### src/rtl/pc_pkg.sv
// pc_pkg: shared types and helpers for the fetch-stage program counter.
package pc_pkg;

    typedef enum logic [2:0] {
        SRC_SEQ,
        SRC_JUMP,
        SRC_RET,
        SRC_BRANCH,
        SRC_TRAP
    } pc_src_e;

    function automatic logic [63:0] align(input logic [63:0] target, input int instr_bytes);
        return target & ~(64'(instr_bytes) - 64'd1);
    endfunction

endpackage

### src/rtl/pc_ras.sv
// pc_ras: circular return-address stack; a push when full overwrites the oldest entry.
module pc_ras
    import pc_pkg::*;
#(
    parameter int WIDTH     = 32,
    parameter int RAS_DEPTH = 4
) (
    input  logic             clk,
    input  logic             reset_n,
    input  logic             flush,
    input  logic             push,
    input  logic             pop,
    input  logic [WIDTH-1:0] push_data,
    output logic [WIDTH-1:0] top,
    output logic             empty,
    output logic             full,
    output logic             overflow_evt
);
    localparam int PW = $clog2(RAS_DEPTH);

    logic [WIDTH-1:0] mem [RAS_DEPTH];
    logic [PW-1:0]    ptr, prev;
    logic [PW:0]      count;
    logic             do_pop;

    assign prev         = ptr - PW'(1);
    assign empty        = count == '0;
    assign full         = count == (PW+1)'(RAS_DEPTH);
    assign do_pop       = pop & ~empty;
    assign top          = mem[prev];
    assign overflow_evt = push & full & ~do_pop;

    // pop+push together rewrites the current top in place
    always_ff @(posedge clk)
        if (push && !flush)
            mem[do_pop ? prev : ptr] <= push_data;

    always_ff @(posedge clk or negedge reset_n)
        if (!reset_n) begin
            ptr   <= '0;
            count <= '0;
        end else if (flush) begin
            count <= '0;
        end else begin
            ptr   <= (push && do_pop) ? ptr : push ? ptr + PW'(1) : do_pop ? prev : ptr;
            count <= (push && do_pop) ? count
                   : push ? (full ? count : count + (PW+1)'(1))
                   : do_pop ? count - (PW+1)'(1) : count;
        end

endmodule

### src/rtl/pc_sequencer.sv
// pc_sequencer: fetch-stage program counter with prioritised redirects and a return-address stack.
module pc_sequencer
    import pc_pkg::*;
#(
    parameter int               WIDTH        = 32,
    parameter logic [WIDTH-1:0] RESET_VECTOR = '0,
    parameter logic [WIDTH-1:0] TRAP_VECTOR  = WIDTH'(32'h0000_0100),
    parameter int               INSTR_BYTES  = 4,
    parameter int               RAS_DEPTH    = 4
) (
    input  logic             clk,
    input  logic             reset_n,
    input  logic             stall,
    input  logic             trap,
    input  logic             branch_taken,
    input  logic [WIDTH-1:0] branch_target,
    input  logic             jump,
    input  logic             call,
    input  logic             ret,
    input  logic [WIDTH-1:0] jump_target,
    input  logic             fetch_ready,
    output logic [WIDTH-1:0] pc_out,
    output logic             fetch_valid,
    output logic             redirect,
    output logic             ras_overflow,
    output logic             ras_underflow
);
    pc_src_e          src;
    logic [WIDTH-1:0] seq_pc, raw_target, target, ras_top;
    logic             take, push, pop, flush, ras_empty, ras_full, ovf_evt;

    always_comb begin
        src = trap ? SRC_TRAP : branch_taken ? SRC_BRANCH : ret ? SRC_RET : jump ? SRC_JUMP : SRC_SEQ;
        raw_target = src == SRC_TRAP ? TRAP_VECTOR
                   : src == SRC_BRANCH ? branch_target
                   : (src == SRC_RET && !ras_empty) ? ras_top
                   : jump_target;
    end

    assign target = WIDTH'(align(64'(raw_target), INSTR_BYTES));
    assign seq_pc = pc_out + WIDTH'(INSTR_BYTES);
    assign take   = src != SRC_SEQ;
    assign pop    = src == SRC_RET;
    assign push   = call && (src == SRC_JUMP || src == SRC_RET);
    assign flush  = src == SRC_TRAP;

    pc_ras #(
        .WIDTH(WIDTH),
        .RAS_DEPTH(RAS_DEPTH)
    ) u_ras (
        .clk(clk),
        .reset_n(reset_n),
        .flush(flush),
        .push(push),
        .pop(pop),
        .push_data(seq_pc),
        .top(ras_top),
        .empty(ras_empty),
        .full(ras_full),
        .overflow_evt(ovf_evt)
    );

    // a redirect always costs one bubble: fetch_valid drops on the edge that loads the target
    always_ff @(posedge clk or negedge reset_n)
        if (!reset_n) begin
            pc_out        <= RESET_VECTOR;
            fetch_valid   <= 1'b0;
            redirect      <= 1'b0;
            ras_overflow  <= 1'b0;
            ras_underflow <= 1'b0;
        end else begin
            pc_out        <= take ? target : (fetch_valid && fetch_ready && !stall) ? seq_pc : pc_out;
            fetch_valid   <= !take;
            redirect      <= take;
            ras_overflow  <= ras_overflow | (ovf_evt & ras_full);
            ras_underflow <= ras_underflow | (pop & ras_empty);
        end

endmodule

### config.mk
export PLATFORM = sky130hd
export DESIGN_NAME = pc_sequencer
export DESIGN_NICKNAME = d
export VERILOG_FILES = /design/src/rtl/pc_pkg.sv /design/src/rtl/pc_ras.sv /design/src/rtl/pc_sequencer.sv
export SDC_FILE = /design/constraint.sdc
export NUM_CORES = 1
export LEC_CHECK = 0
export ABC_CLOCK_PERIOD_IN_PS = 3500
export BUFFER_PORTS_ARGS = -buffer_cell sky130_fd_sc_hd__buf_2
export CELL_PAD_IN_SITES_DETAIL_PLACEMENT = 1
export CELL_PAD_IN_SITES_GLOBAL_PLACEMENT = 1
export CORE_AREA = 2 2 131 133
export DETAILED_ROUTE_END_ITERATION = 12
export DIE_AREA = 0 0 133 135
export PLACE_DENSITY = 0.9
export RECOVER_POWER = 25
export SYNTH_ARGS = -nofsm -noshare
export SYNTH_HDL_FRONTEND = slang
export SYNTH_SLANG_ARGS = --single-unit
### constraint.sdc
create_clock -name clk -period 3.5 [get_ports clk]
set_input_delay 0 -clock clk [delete_from_list [all_inputs] [get_ports clk]]
set_output_delay 0 -clock clk [all_outputs]
set_load 0.005 [all_outputs]
==> results.cfg <==
[clock_network]
clk_path_buf_depth = 2
cts_tree = done
cts_buffers = 17
cts_num_sinks = 159
clkLatencyLatePin_ns = 0.44
clk_pin_slew_worst_paths_ns = 0.06
root_buffer = clkbuf_16
cts_max_level = 4
cts_setup_buffers = 0

[logic_synthesis]
yosysSeqAreaShare = 0.600
ys_seq_elements = 159
yosys_warnings = 0
syn_avg_cell_area_um2 = 13.7
synth_cells = 557
synth-async-reset-ratio = 0.245
synth-edff-count = 120
synth_cell_types = 57
synth_area_mm2 = 0.00763
synthFlopType = edfxtp_1

[run_status]
status = finished with violations
violations = capacitance limit, slew limit

[critical_path]
slowest_stage = dlygate4sd3_1
worstPathArrival_ns = 3.42
r2r-start = pc_out[2]
r2r-end = pc_out[30]
startpoint = trap
cp_num_cells = 9
crit_family = buffers and inverters
max_stage_delay_ns = 0.57
r2r_cells = 7
endpoint = pc_out[3]
critPathLaunchType = input port
crit_path_end_kind = register
crit_path_frequent_cell = dlygate4sd3_1
crit_fanout = 22
r2r_slack_ns = 0.41
cp_data_required_time_ns = 3.82
worstPathBufferInverterCount = 4
path_class = input port to register
crit_chain = dlygate4sd3_1, buf_2, or3b_4, nor2_4, buf_4, mux2_2, o21ai_0, a21oi_1, dlygate4sd3_1

[placement]
port_buffers = 102
dp_hpwl_mm = 14.8
place_ws_ns = 0.803
place_congestion = 0.863
placed_cells = 858
postPlaceCellArea_mm2 = 0.00836

[power]
p_leak_nw = 3.44
power.density_mw_per_mm2 = 572
peakVddDrop_uv = 365

[floorplan]
die-area_mm2 = 0.0180
initial_core_util = 0.465
ios = 109
placeableCoreArea_mm2 = 0.0164
fp.dieW_um = 133
core.rowCount = 47
die_h_um = 135

[timing]
setup_ws_ns = 0.404
final_hold_viol_count = 0
setup_viol = 0
setup_tns_ns = 0
holdWs_ns = 0.0140
slew_headroom = -0.719
fmax_mhz = 323
period_share = 0.885
min_period_ns = 3.10
worstMarginPinSlew_ns = 2.58
worst_clock_skew_ns = 0.00918
grt_setup_unrepaired = no
final_max_slew_viol_count = 40

[job]
cap_violations = 1

[final_layout]
regArea_mm2 = 0.00458
final.fill_count = 1635
layout.nets = 788
multi_input_area_mm2 = 0.00279
final_cell_area_mm2 = 0.00954
drive_gt1_frac = 0.264
layout.cells.non_filler = 946
n_antenna_cell = 0
areaGrowthSynthToFinish_pct = 25.1

[worst_hold_path]
hold_class = input port to register

[routing]
drtIter0Drc = 524
vias_per_cell = 6.15
dr_total_vias = 5816
dr.pass1.iters = 5
routed_wl_mm = 24.6
wl_per_cell_um = 26.1
drc_errors = 0
postRouteAntennaNets = 0

[global_routing]
grt_pass1_wl_mm = 38.0
grt_pass1_vias = 6591
gr-total-overflow = 0
antenna_found_initial = 0
grt_max_degree = 40
grt.total_usage = 0.288
-- worst reg2reg max path, delay by kind of cell, from the launching register on --
family                     cells  cell delay [ns]
xor gates and xnor gates       1             0.21
adders and majority gates      1             0.34
DFF                            1             0.52
AOI/OAI and AO/OA              1             0.10
buffers and inverters          1             0.59
and+or+nand+nor                3             1.22
-- sequential cells by signal, indices dropped and copies added, names as in the netlist --
signal         flops
u_ras.mem        120
redirect           1
ras_overflow       1
ras_underflow      1
u_ras.count        3
pc_out            30
u_ras.ptr          2
fetch_valid        1
-- layer usage --
metal  global-route usage  share of wire
met1                0.337           0.38
met2                0.507           0.52
met3               0.0582          0.064
met4                0.143          0.039
met5                    0              0
-- layout make-up --
cell class              instances  area share
flip-flops and latches        159       0.480
inverters                      10     0.00393
clock buffers                  19      0.0454
well taps                     220      0.0288
clock inverters                13      0.0229
multi-input cells             347       0.293
repair buffers                178       0.126
-- cells by family (layout without fill, tap and decap cells) --
family                   Yosys count  in the layout  synth area share
AO/OA/AOI/OAI                     81             81            0.0710
XOR/XNOR                          60             60            0.0689
adder cells (fa/ha/maj)            2              2           0.00427
buffers and inverters             52            220            0.0363
flip-flops                       159            159             0.600
multiplexers                      48             48             0.115
other                              1              2          0.000492
AND/OR/NAND/NOR                  154            154             0.104
-- timing repair --
action | CTS | global route
hold buffers | 56 | 0
gates resized for setup | 0 | 0
hold endpoints to repair | 73 | 0
setup endpoints to repair | 0 | 0
-- cell usage after synthesis (all sizes together), types with 2 or more instances --
library cell / count / share of area
a21o: 4 / 0.0039
a21oi: 14 / 0.0097
a31oi: 5 / 0.0041
a32o: 4 / 0.0053
and3: 6 / 0.0049
and4: 2 / 0.0023
buf: 28 / 0.024
clkbuf: 14 / 0.0072
dfrtp: 39 / 0.13
edfxtp: 120 / 0.47
inv: 9 / 0.0044
mux2: 17 / 0.025
mux4: 30 / 0.089
nand2: 49 / 0.024
nand2b: 2 / 0.0016
nand3: 24 / 0.016
nand3b: 2 / 0.0020
nand4: 19 / 0.016
nand4b: 2 / 0.0023
nor2: 23 / 0.012
nor3: 10 / 0.0087
nor4: 7 / 0.0057
o21ai: 26 / 0.017
o221a: 2 / 0.0030
o221ai: 14 / 0.016
o22ai: 4 / 0.0033
o31ai: 2 / 0.0020
or2: 2 / 0.0016
or3: 3 / 0.0025
xnor2: 33 / 0.038
xor2: 27 / 0.031
-- worst min-delay path by stage --
stage                           startpoint     endpoint  slack (ns)  depth (start not counted)
final                      jump_target[21]   pc_out[21]        0.01                          4
after global routing       jump_target[21]   pc_out[21]        0.04                          4
after CTS                  jump_target[21]   pc_out[21]       0.004                          4
after detailed placement  branch_target[8]    pc_out[8]        0.24                          3
after global placement             reset_n   pc_out[22]        0.21                          1
after floorplan                    reset_n  fetch_valid       -0.30                          0
-- layout by cell type, fill, tap and decap left out, drive strengths merged, types with 3 or more instances in the layout --
master / synthesis / final
edfxtp: 120 / 120
buf: 28 / 101
dlygate4sd3: 0 / 56
nand2: 49 / 49
clkbuf: 14 / 40
dfrtp: 39 / 39
xnor2: 33 / 33
mux4: 30 / 30
xor2: 27 / 27
o21ai: 26 / 26
nand3: 24 / 24
nor2: 23 / 23
nand4: 19 / 19
mux2: 17 / 17
o221ai: 14 / 14
a21oi: 14 / 14
nor3: 10 / 10
inv: 9 / 9
nor4: 7 / 7
clkinv: 1 / 7
and3: 6 / 6
bufinv: 0 / 6
a31oi: 5 / 5
a21o: 4 / 4
o22ai: 4 / 4
a32o: 4 / 4
or3: 3 / 3
-- metrics by stage --
stage / total power, mW / util
finish: 5.46 / 0.582
CTS: 5.48 / 0.583
floorplan: 3.00 / -
global route: 5.63 / 0.582
global placement: 3.27 / 0.509
detailed placement: 3.33 / 0.509
-- power breakdown --
part	total, mW	switching, mW	internal, mW
clock	2.09	0.764	1.33
sequential	2.40	0.247	2.15
combinational	0.971	0.424	0.547
total	5.46	1.44	4.03
No activity file was read; power rests on OpenSTA's default activity.
